--- src/rtl/ss_pkg.sv ---
// Shared types and helpers for the space-saving update engine.
package ss_pkg;

    typedef enum logic [3:0] {
        IDLE,
        SEARCH,
        INC,
        WB,
        ALLOC,
        SCAN,
        EVICT,
        MAX,
        MAXCAP
    } state_t;

    // cnt_cam needs max_en held through all of its comparison phases.
    localparam int MAX_PHASES = 4;

    // value+1, clamped at the all-ones code of a width-bit counter.
    function automatic logic [31:0] sat_inc(input logic [31:0] value, input int unsigned width);
        logic [31:0] all_ones;
        all_ones = (width >= 32) ? '1 : ((32'd1 << width) - 32'd1);
        return (value >= all_ones) ? all_ones : value + 32'd1;
    endfunction

endpackage

--- src/rtl/ss_update_ctrl_if.sv ---
// Bus between the update engine and its key CAM / count CAM pair.
interface ss_update_ctrl_if #(
    parameter int KEY_SIZE    = 16,
    parameter int WORD_SIZE   = 13,
    parameter int ENTRY_WIDTH = 7
);
    logic [KEY_SIZE-1:0]    key_data;
    logic [ENTRY_WIDTH-1:0] key_addr;
    logic                   key_search_en;
    logic                   key_write_en;
    logic                   key_reset;
    logic                   key_match;
    logic [ENTRY_WIDTH-1:0] key_match_addr;

    logic [WORD_SIZE-1:0]   cnt_wdata;
    logic [ENTRY_WIDTH-1:0] cnt_addr;
    logic                   cnt_read_en;
    logic                   cnt_write_en;
    logic                   cnt_reset;
    logic [WORD_SIZE-1:0]   cnt_rdata;
    logic                   max_en;
    logic [WORD_SIZE-1:0]   cnt_max;

    modport master (
        output key_data, key_addr, key_search_en, key_write_en, key_reset,
        output cnt_wdata, cnt_addr, cnt_read_en, cnt_write_en, cnt_reset, max_en,
        input  key_match, key_match_addr, cnt_rdata, cnt_max
    );

    modport slave (
        input  key_data, key_addr, key_search_en, key_write_en, key_reset,
        input  cnt_wdata, cnt_addr, cnt_read_en, cnt_write_en, cnt_reset, max_en,
        output key_match, key_match_addr, cnt_rdata, cnt_max
    );
endinterface

--- src/rtl/ss_min_scan.sv ---
// Walks every count row once and tracks the lowest count; ties keep the lowest index.
module ss_min_scan #(
    parameter int WORD_SIZE   = 13,
    parameter int ENTRY_WIDTH = 7,
    parameter int ROW_NUM     = 128
) (
    input  logic                   clk,
    input  logic                   rstn,
    input  logic                   start,
    input  logic                   en,
    input  logic [WORD_SIZE-1:0]   rdata,
    output logic [ENTRY_WIDTH-1:0] idx,
    output logic                   done,
    output logic [WORD_SIZE-1:0]   min_val,
    output logic [ENTRY_WIDTH-1:0] min_idx
);
    localparam logic [ENTRY_WIDTH-1:0] LAST_IDX = ENTRY_WIDTH'(ROW_NUM - 1);

    assign done = en & (idx == LAST_IDX);

    // NOTE: state registers use non-blocking assignments so every flop samples pre-edge values.
    always_ff @(posedge clk or negedge rstn) begin
        if (!rstn) begin
            idx     <= '0;
            min_val <= '0;
            min_idx <= '0;
        end else if (start) begin
            idx <= '0;
        end else if (en) begin
            idx <= done ? '0 : idx + 1'b1;
            // Row 0 seeds the tracker; strict less-than keeps the first of equal minima.
            if (idx == '0 || rdata < min_val) begin
                min_val <= rdata;
                min_idx <= idx;
            end
        end
    end
endmodule

--- src/rtl/ss_update_ctrl.sv ---
// Space-saving update engine: drives the key CAM and count CAM for hit, allocate,
// evict-minimum and read-maximum transactions.
module ss_update_ctrl
    import ss_pkg::*;
#(
    parameter int KEY_SIZE    = 16,
    parameter int WORD_SIZE   = 13,
    parameter int ENTRY_WIDTH = 7,
    parameter int ROW_NUM     = 128
) (
    input  logic                 clk,
    input  logic                 rstn,
    input  logic                 clear,
    input  logic                 item_valid,
    input  logic [KEY_SIZE-1:0]  item_key,
    output logic                 item_ready,
    input  logic                 max_req,
    output logic                 max_valid,
    output logic [WORD_SIZE-1:0] max_value,
    output logic                 busy,
    ss_update_ctrl_if.master     cam
);
    localparam logic [ENTRY_WIDTH:0] FULL     = (ENTRY_WIDTH + 1)'(ROW_NUM);
    localparam logic [1:0]           LAST_PH  = 2'(MAX_PHASES - 1);

    state_t                 state, state_nxt;
    logic [KEY_SIZE-1:0]    key_q;
    logic [ENTRY_WIDTH-1:0] addr_q;
    logic [WORD_SIZE-1:0]   cnt_q;
    logic [ENTRY_WIDTH:0]   fill_cnt;
    logic [1:0]             max_ph;
    logic                   max_hold;
    logic                   hit, max_go, accept;
    logic                   scan_start, scan_done;
    logic [ENTRY_WIDTH-1:0] scan_idx, min_idx;
    logic [WORD_SIZE-1:0]   min_val, cnt_inc, min_inc;

    // A match on a row past the fill point is a stale entry, not a hit.
    assign hit        = cam.key_match & ({1'b0, cam.key_match_addr} < fill_cnt);
    assign max_go     = max_req & ~max_hold;
    assign item_ready = rstn & (state == IDLE) & ~clear & ~max_req;
    assign accept     = item_valid & item_ready;
    assign busy       = (state != IDLE);
    assign cnt_inc    = WORD_SIZE'(sat_inc(32'(cnt_q), WORD_SIZE));
    assign min_inc    = WORD_SIZE'(sat_inc(32'(min_val), WORD_SIZE));

    ss_min_scan #(
        .WORD_SIZE  (WORD_SIZE),
        .ENTRY_WIDTH(ENTRY_WIDTH),
        .ROW_NUM    (ROW_NUM)
    ) u_min_scan (
        .clk    (clk),
        .rstn   (rstn),
        .start  (scan_start),
        .en     (state == SCAN),
        .rdata  (cam.cnt_rdata),
        .idx    (scan_idx),
        .done   (scan_done),
        .min_val(min_val),
        .min_idx(min_idx)
    );

    always_ff @(posedge clk or negedge rstn) begin
        if (!rstn) begin
            state     <= IDLE;
            key_q     <= '0;
            addr_q    <= '0;
            cnt_q     <= '0;
            fill_cnt  <= '0;
            max_ph    <= '0;
            max_hold  <= 1'b0;
            max_value <= '0;
            max_valid <= 1'b0;
        end else begin
            state     <= state_nxt;
            max_valid <= (state == MAXCAP);
            max_ph    <= (state == MAX) ? max_ph + 2'd1 : 2'd0;

            // A served request stays consumed until max_req drops.
            if (!max_req)
                max_hold <= 1'b0;
            else if (state == IDLE && !clear && max_go)
                max_hold <= 1'b1;

            if (accept)
                key_q <= item_key;
            if (state == SEARCH)
                addr_q <= cam.key_match_addr;
            if (state == INC)
                cnt_q <= cam.cnt_rdata;
            if (state == MAXCAP)
                max_value <= cam.cnt_max;

            if (state == IDLE && clear)
                fill_cnt <= '0;
            else if (state == ALLOC && fill_cnt < FULL)
                fill_cnt <= fill_cnt + 1'b1;
        end
    end

    // NOTE: every output of this block gets a default first, so no path can infer a latch.
    always_comb begin
        state_nxt         = state;
        scan_start        = 1'b0;
        cam.key_data      = '0;
        cam.key_addr      = '0;
        cam.key_search_en = 1'b0;
        cam.key_write_en  = 1'b0;
        cam.key_reset     = 1'b0;
        cam.cnt_wdata     = '0;
        cam.cnt_addr      = '0;
        cam.cnt_read_en   = 1'b0;
        cam.cnt_write_en  = 1'b0;
        cam.cnt_reset     = 1'b0;
        cam.max_en        = 1'b0;

        unique case (state)
            IDLE: begin
                if (clear) begin
                    cam.key_reset = rstn;
                    cam.cnt_reset = rstn;
                end else if (max_go) begin
                    state_nxt = MAX;
                end else if (accept) begin
                    state_nxt = SEARCH;
                end
            end
            SEARCH: begin
                cam.key_search_en = 1'b1;
                cam.key_data      = key_q;
                if (hit) begin
                    state_nxt = INC;
                end else if (fill_cnt < FULL) begin
                    state_nxt = ALLOC;
                end else begin
                    state_nxt  = SCAN;
                    scan_start = 1'b1;
                end
            end
            INC: begin
                cam.cnt_read_en = 1'b1;
                cam.cnt_addr    = addr_q;
                state_nxt       = WB;
            end
            WB: begin
                cam.cnt_write_en = 1'b1;
                cam.cnt_addr     = addr_q;
                cam.cnt_wdata    = cnt_inc;
                state_nxt        = IDLE;
            end
            ALLOC: begin
                cam.key_write_en = 1'b1;
                cam.key_addr     = fill_cnt[ENTRY_WIDTH-1:0];
                cam.key_data     = key_q;
                cam.cnt_write_en = 1'b1;
                cam.cnt_addr     = fill_cnt[ENTRY_WIDTH-1:0];
                cam.cnt_wdata    = WORD_SIZE'(1);
                state_nxt        = IDLE;
            end
            SCAN: begin
                cam.cnt_read_en = 1'b1;
                cam.cnt_addr    = scan_idx;
                if (scan_done)
                    state_nxt = EVICT;
            end
            EVICT: begin
                cam.key_write_en = 1'b1;
                cam.key_addr     = min_idx;
                cam.key_data     = key_q;
                cam.cnt_write_en = 1'b1;
                cam.cnt_addr     = min_idx;
                cam.cnt_wdata    = min_inc;
                state_nxt        = IDLE;
            end
            MAX: begin
                cam.max_en = 1'b1;
                if (max_ph == LAST_PH)
                    state_nxt = MAXCAP;
            end
            MAXCAP: begin
                state_nxt = IDLE;
            end
            default: begin
                state_nxt = IDLE;
            end
        endcase
    end
endmodule

--- src/flat_wrapper.sv ---
// flat-port wrapper written by rule: the top's interface ports become plain ports
module ss_update_ctrl_flat import ss_pkg::*;
#(
    parameter int KEY_SIZE    = 16,
    parameter int WORD_SIZE   = 13,
    parameter int ENTRY_WIDTH = 7,
    parameter int ROW_NUM     = 128
)
  (clk, rstn, clear, item_valid, item_key, item_ready, max_req, max_valid, max_value, busy, cam_key_data, cam_key_addr, cam_key_search_en, cam_key_write_en, cam_key_reset, cam_cnt_wdata, cam_cnt_addr, cam_cnt_read_en, cam_cnt_write_en, cam_cnt_reset, cam_max_en, cam_key_match, cam_key_match_addr, cam_cnt_rdata, cam_cnt_max);
  ss_update_ctrl_if #(.KEY_SIZE(KEY_SIZE), .WORD_SIZE(WORD_SIZE), .ENTRY_WIDTH(ENTRY_WIDTH)) cam_i ();
  input  logic clk;
  input  logic rstn;
  input  logic clear;
  input  logic item_valid;
  input  logic [KEY_SIZE-1:0] item_key;
  output logic item_ready;
  input  logic max_req;
  output logic max_valid;
  output logic [WORD_SIZE-1:0] max_value;
  output logic busy;
  output wire logic [$bits(cam_i.key_data)-1:0] cam_key_data;
  output wire logic [$bits(cam_i.key_addr)-1:0] cam_key_addr;
  output wire logic [$bits(cam_i.key_search_en)-1:0] cam_key_search_en;
  output wire logic [$bits(cam_i.key_write_en)-1:0] cam_key_write_en;
  output wire logic [$bits(cam_i.key_reset)-1:0] cam_key_reset;
  output wire logic [$bits(cam_i.cnt_wdata)-1:0] cam_cnt_wdata;
  output wire logic [$bits(cam_i.cnt_addr)-1:0] cam_cnt_addr;
  output wire logic [$bits(cam_i.cnt_read_en)-1:0] cam_cnt_read_en;
  output wire logic [$bits(cam_i.cnt_write_en)-1:0] cam_cnt_write_en;
  output wire logic [$bits(cam_i.cnt_reset)-1:0] cam_cnt_reset;
  output wire logic [$bits(cam_i.max_en)-1:0] cam_max_en;
  input wire logic [$bits(cam_i.key_match)-1:0] cam_key_match;
  input wire logic [$bits(cam_i.key_match_addr)-1:0] cam_key_match_addr;
  input wire logic [$bits(cam_i.cnt_rdata)-1:0] cam_cnt_rdata;
  input wire logic [$bits(cam_i.cnt_max)-1:0] cam_cnt_max;
  assign cam_key_data = cam_i.key_data;
  assign cam_key_addr = cam_i.key_addr;
  assign cam_key_search_en = cam_i.key_search_en;
  assign cam_key_write_en = cam_i.key_write_en;
  assign cam_key_reset = cam_i.key_reset;
  assign cam_cnt_wdata = cam_i.cnt_wdata;
  assign cam_cnt_addr = cam_i.cnt_addr;
  assign cam_cnt_read_en = cam_i.cnt_read_en;
  assign cam_cnt_write_en = cam_i.cnt_write_en;
  assign cam_cnt_reset = cam_i.cnt_reset;
  assign cam_max_en = cam_i.max_en;
  assign cam_i.key_match = cam_key_match;
  assign cam_i.key_match_addr = cam_key_match_addr;
  assign cam_i.cnt_rdata = cam_cnt_rdata;
  assign cam_i.cnt_max = cam_cnt_max;
  ss_update_ctrl #(.KEY_SIZE(KEY_SIZE), .WORD_SIZE(WORD_SIZE), .ENTRY_WIDTH(ENTRY_WIDTH), .ROW_NUM(ROW_NUM)) u_core (.clk(clk), .rstn(rstn), .clear(clear), .item_valid(item_valid), .item_key(item_key), .item_ready(item_ready), .max_req(max_req), .max_valid(max_valid), .max_value(max_value), .busy(busy), .cam(cam_i));
endmodule
--- config.mk ---
export PLATFORM = sky130hd
export DESIGN_NAME = ss_update_ctrl_flat
export DESIGN_NICKNAME = d
export VERILOG_FILES = /design/src/rtl/ss_pkg.sv /design/src/rtl/ss_update_ctrl_if.sv /design/src/rtl/ss_min_scan.sv /design/src/rtl/ss_update_ctrl.sv /design/src/flat_wrapper.sv
export SDC_FILE = /design/constraint.sdc
export NUM_CORES = 1
export LEC_CHECK = 0
export ABC_CLOCK_PERIOD_IN_PS = 2500
export BUFFER_PORTS_ARGS = -buffer_cell sky130_fd_sc_hd__clkbuf_2
export CAP_MARGIN = 10
export CORE_ASPECT_RATIO = 1.2
export CORE_MARGIN = 1.5
export CORE_UTILIZATION = 55
export CTS_BUF_LIST = sky130_fd_sc_hd__clkbuf_16
export DETAILED_ROUTE_END_ITERATION = 7
export HOLD_SLACK_MARGIN = 0.08
export PLACE_DENSITY = 0.83
export SLEW_MARGIN = 20
export SYNTH_ARGS = -nofsm -noshare
export SYNTH_HDL_FRONTEND = slang
export SYNTH_SLANG_ARGS = --single-unit
--- constraint.sdc ---
create_clock -name clk -period 2.5 [get_ports clk]
set_clock_uncertainty 0.1 [all_clocks]
set_input_delay 0.625 -clock clk [delete_from_list [all_inputs] [get_ports clk]]
set_output_delay 0.625 -clock clk [all_outputs]
set_load 0.02 [all_outputs]
==> run_summary.xml <==
<?xml version="1.0" encoding="UTF-8"?>
<metrics>
  <group name="outcome">
    <metric name="run_status" unit="">finished with violations</metric>
    <metric name="failing_checks" unit="">negative setup slack</metric>
  </group>
  <group name="logic_synthesis">
    <metric name="ys_dominant_reg_cell" unit="">sky130_fd_sc_hd__dfrtp_1</metric>
    <metric name="synthCells" unit="">558</metric>
    <metric name="ys_seq_area_share" unit="%">41.0</metric>
    <metric name="synth_top_cells_by_area" unit="">sky130_fd_sc_hd__dfrtp_1 41%, sky130_fd_sc_hd__mux2_2 9.8%, sky130_fd_sc_hd__ha_1 5.3%</metric>
    <metric name="async_flop_share" unit="%">100</metric>
    <metric name="synth_enable_flop_cells" unit="">0</metric>
    <metric name="yosys.cell_types.count" unit="">75</metric>
    <metric name="post-synth-top-area-fraction" unit="%">41.0</metric>
    <metric name="netlist.top_cell.by_area" unit="">sky130_fd_sc_hd__dfrtp_1</metric>
    <metric name="number_of_storage_elements_in_the_synthesis_netlist" unit="">92</metric>
    <metric name="synth_area" unit="mm^2">0.00562</metric>
    <metric name="synth_area_per_cell" unit="um^2">10.1</metric>
    <metric name="synthesis.nets" unit="">637</metric>
    <metric name="synth_warnings" unit="">0</metric>
  </group>
  <group name="drt">
    <metric name="detail_route.first_pass.iterations" unit="">5</metric>
    <metric name="drt_wl_total" unit="um">21900</metric>
    <metric name="drc" unit="">0</metric>
    <metric name="route.vias.total" unit="">6042</metric>
    <metric name="route.detailed.vias_per_inst" unit="">6.74</metric>
    <metric name="postRouteAntennaNets" unit="">0</metric>
    <metric name="route.detailed.wl_per_inst" unit="um">24.5</metric>
    <metric name="detail_route.iter0.violations" unit="">696</metric>
  </group>
  <group name="timing">
    <metric name="fin_crit_sh" unit="%">111</metric>
    <metric name="hold_viol_final" unit="">0</metric>
    <metric name="post-route-min-period" unit="ns">2.77</metric>
    <metric name="worst_slew_pin_slew" unit="ns">0.959</metric>
    <metric name="worst_slew_margin_rel" unit="%">36.1</metric>
    <metric name="timing.fmax" unit="GHz">0.361</metric>
    <metric name="finalMaxSlewViolations" unit="">0</metric>
    <metric name="setup_violating_endpoint_count_in_the_final_report" unit="">48</metric>
    <metric name="worst_slack" unit="ns">-0.269</metric>
    <metric name="rsz0062_at_grt" unit="">true</metric>
  </group>
  <group name="critical_path">
    <metric name="r2r_slack" unit="ns">-0.03</metric>
    <metric name="crit_type" unit="">reg2out</metric>
    <metric name="required_time_at_the_endpoint_of_the_critical_path" unit="ns">1.77</metric>
    <metric name="crit-reg2reg-launch" unit="">u_core.state[1]$_DFFE_PN0P_</metric>
    <metric name="reg2reg_to" unit="">u_core.u_min_scan.min_val[3]$_DFFE_PN0P_</metric>
    <metric name="reg2reg_depth" unit="">9</metric>
    <metric name="worst-endpoint-arrival" unit="ns">2.04</metric>
    <metric name="cp_max_fo" unit="">4</metric>
    <metric name="start_kind" unit="">register</metric>
    <metric name="crit_path_end_kind" unit="">primary output</metric>
  </group>
  <group name="global_route">
    <metric name="first_global_vias" unit="">5789</metric>
    <metric name="grt_max_degree" unit="">73</metric>
    <metric name="globalRouteTotalUtil" unit="%">35.6</metric>
    <metric name="antenna_found_initial" unit="">2</metric>
    <metric name="globalRouteOverflowTotal" unit="">0</metric>
    <metric name="grt_pass1_wl" unit="um">29300</metric>
  </group>
  <group name="placed_design">
    <metric name="gpl.final_weighted_congestion" unit="">0.909</metric>
    <metric name="detailed_place_hpwl" unit="um">11900</metric>
    <metric name="buffer_ports.inserted" unit="">120</metric>
    <metric name="dpl-instance-area" unit="mm^2">0.00669</metric>
  </group>
  <group name="cts">
    <metric name="tritoncts" unit="">done</metric>
    <metric name="cts_max_path_buffers" unit="">2</metric>
    <metric name="clk_pin_slew" unit="ns">0.08</metric>
    <metric name="htree_levels" unit="">3</metric>
    <metric name="clock-sinks" unit="">92</metric>
    <metric name="cts_inserted_buffers" unit="">9</metric>
    <metric name="clk_latency" unit="ns">0.36</metric>
    <metric name="postCtsHoldBufs" unit="">0</metric>
    <metric name="clock_root_cell" unit="">sky130_fd_sc_hd__clkbuf_16</metric>
  </group>
  <group name="final_layout">
    <metric name="area_delta_synth_final" unit="%">46.0</metric>
    <metric name="layout_common_cells" unit="">104 x sky130_fd_sc_hd__buf_4, 85 x sky130_fd_sc_hd__dfrtp_1, 74 x sky130_fd_sc_hd__clkbuf_2</metric>
    <metric name="design.final.nets" unit="">845</metric>
    <metric name="fill_cells" unit="">520</metric>
    <metric name="sequential_cell_area" unit="mm^2">0.00231</metric>
    <metric name="drive_above_1_share" unit="%">50.0</metric>
    <metric name="multiInputGateArea" unit="mm^2">0.00349</metric>
    <metric name="layout.core_utilization" unit="%">82.4</metric>
    <metric name="post-route-cell-area" unit="mm^2">0.00820</metric>
    <metric name="final_common_cell" unit="">sky130_fd_sc_hd__buf_4</metric>
  </group>
  <group name="power_and_ir_drop">
    <metric name="power.ir.vdd_worst" unit="mV">0.875</metric>
    <metric name="cellPowerDensity" unit="mW/mm^2">1220</metric>
    <metric name="total_chip_power" unit="mW">10.0</metric>
    <metric name="p_leak" unit="nW">3.83</metric>
  </group>
  <group name="die">
    <metric name="rows" unit="">40</metric>
    <metric name="core-area" unit="mm^2">0.00996</metric>
    <metric name="start_util" unit="%">56.4</metric>
    <metric name="floorplan.io_pins" unit="">121</metric>
    <metric name="die-width" unit="um">95.3</metric>
    <metric name="dieHeight" unit="um">114</metric>
    <metric name="dieArea" unit="mm^2">0.0108</metric>
  </group>
  <group name="flow_run">
    <metric name="max-cap-violations" unit="">0</metric>
  </group>
  <group name="min_path">
    <metric name="hold_path.class" unit="">in2async</metric>
  </group>
</metrics>
per-stage QoR:
step           setup WS [ns]  hold slack, ns  setup TNS (ns)  std cells
6_report              -0.269           0.180           -7.19        897
5_1_grt               -0.339           0.195          -10.14        897
4_1_cts               -0.171           0.174           -3.30        878
3_5_place_dp          -0.195           0.327           -2.86        829
3_3_place_gp         -0.0829           0.319           -1.45        829
2_1_floorplan       -0.00751           0.229        -0.00751        558
cell type report:
class	count	area share, %
flip-flops and latches	92	28.2
clock buffers	9	2.75
well taps	126	1.92
inverters	33	1.51
clock inverters	6	0.900
diodes	1	0.0305
multi-input cells	403	42.5
repair buffers	227	22.2
cell families after synthesis:
| group | synth area share (%) |
|---|---|
| AO/OA/AOI/OAI | 14.4 |
| multiplexers | 11.1 |
| buffers and inverters | 4.77 |
| adder cells (fa/ha/maj) | 5.35 |
| XOR/XNOR | 2.50 |
| flip-flops | 41.0 |
| AND/OR/NAND/NOR | 20.9 |
flip-flops by register name, summed over array words and instances (netlist names):
register                   flops
u_core.addr_q                  7
u_core.cnt_q                  13
u_core.fill_cnt                8
u_core.key_q                  16
u_core.max_hold                1
u_core.max_ph                  2
u_core.max_valid               1
u_core.max_value              13
u_core.state                   4
u_core.u_min_scan.idx          7
u_core.u_min_scan.min_idx      7
u_core.u_min_scan.min_val     13
report_power, final:
part | total [mW] | switching, mW | leakage, nW | internal (mW)
Combinational | 5.75 | 3.00 | 2.55 | 2.75
Clock | 1.43 | 0.648 | 0.140 | 0.783
Sequential | 2.82 | 0.663 | 1.14 | 2.15
Total | 10.0 | 4.32 | 3.83 | 5.68
how the worst max path moves through the flow:
stage | from | to | slack (ns)
2_1_floorplan | u_core.state[0]$_DFFE_PN0P_ | cam_cnt_wdata[8] | -0.008
3_3_place_gp | cam_cnt_rdata[12] | u_core.u_min_scan.min_val[10]$_DFFE_PN0P_ | -0.08
3_5_place_dp | cam_cnt_rdata[12] | u_core.u_min_scan.min_idx[4]$_DFFE_PN0P_ | -0.20
4_1_cts | u_core.u_min_scan.min_val[1]$_DFFE_PN0P_ | cam_cnt_wdata[4] | -0.17
5_1_grt | u_core.u_min_scan.min_val[1]$_DFFE_PN0P_ | cam_cnt_wdata[5] | -0.34
6_report | u_core.u_min_scan.min_val[4]$_DFFE_PN0P_ | cam_cnt_wdata[11] | -0.27
routing by layer:
metal  GRT usage (%)  share of wire [%]  vias up
met5               0              0.059        -
met4            23.0                8.7        2
met3            8.13                 10      184
met2            57.5                 47      516
met1            42.2                 34     2860
li1                -                  -     2480
synth_stat cells, types with 4 or more instances:
cell / count
sky130_fd_sc_hd__dfrtp_1: 92
sky130_fd_sc_hd__mux2_2: 49
sky130_fd_sc_hd__nand2_1: 38
sky130_fd_sc_hd__inv_1: 32
sky130_fd_sc_hd__nand3_1: 32
sky130_fd_sc_hd__nor2_1: 30
sky130_fd_sc_hd__ha_1: 24
sky130_fd_sc_hd__o21ai_0: 22
sky130_fd_sc_hd__nor2b_1: 18
sky130_fd_sc_hd__clkbuf_1: 17
sky130_fd_sc_hd__a21oi_1: 14
sky130_fd_sc_hd__nand4b_1: 14
sky130_fd_sc_hd__o311ai_0: 14
sky130_fd_sc_hd__xnor2_1: 13
sky130_fd_sc_hd__and3_1: 9
sky130_fd_sc_hd__a22o_1: 8
sky130_fd_sc_hd__mux2i_1: 7
sky130_fd_sc_hd__nand4_1: 7
sky130_fd_sc_hd__nor3_1: 7
sky130_fd_sc_hd__o211ai_1: 7
sky130_fd_sc_hd__a221o_1: 6
sky130_fd_sc_hd__a31oi_1: 6
sky130_fd_sc_hd__buf_2: 5
sky130_fd_sc_hd__nand2b_1: 5
sky130_fd_sc_hd__and2_1: 4
sky130_fd_sc_hd__buf_4: 4
sky130_fd_sc_hd__or4_1: 4
repair_timing:
action / in CTS / in global routing
pin swaps: 26 / 27
resized for setup: 112 / 136
setup endpoints to repair: 42 / 65
gates cloned: 1 / 2
setup buffers: 34 / 17
worst max-delay path, stage by stage, from the launching register on:
cell and delay [ns]:
sky130_fd_sc_hd__dfrtp_1 0.45, sky130_fd_sc_hd__inv_1 0.14, sky130_fd_sc_hd__nor4_2 0.36, sky130_fd_sc_hd__buf_4 0.20, sky130_fd_sc_hd__nand3_1 0.10, sky130_fd_sc_hd__mux2i_1 0.19, sky130_fd_sc_hd__o22ai_1 0.09, sky130_fd_sc_hd__buf_4 0.16
Power figures use the tool's default switching activity.
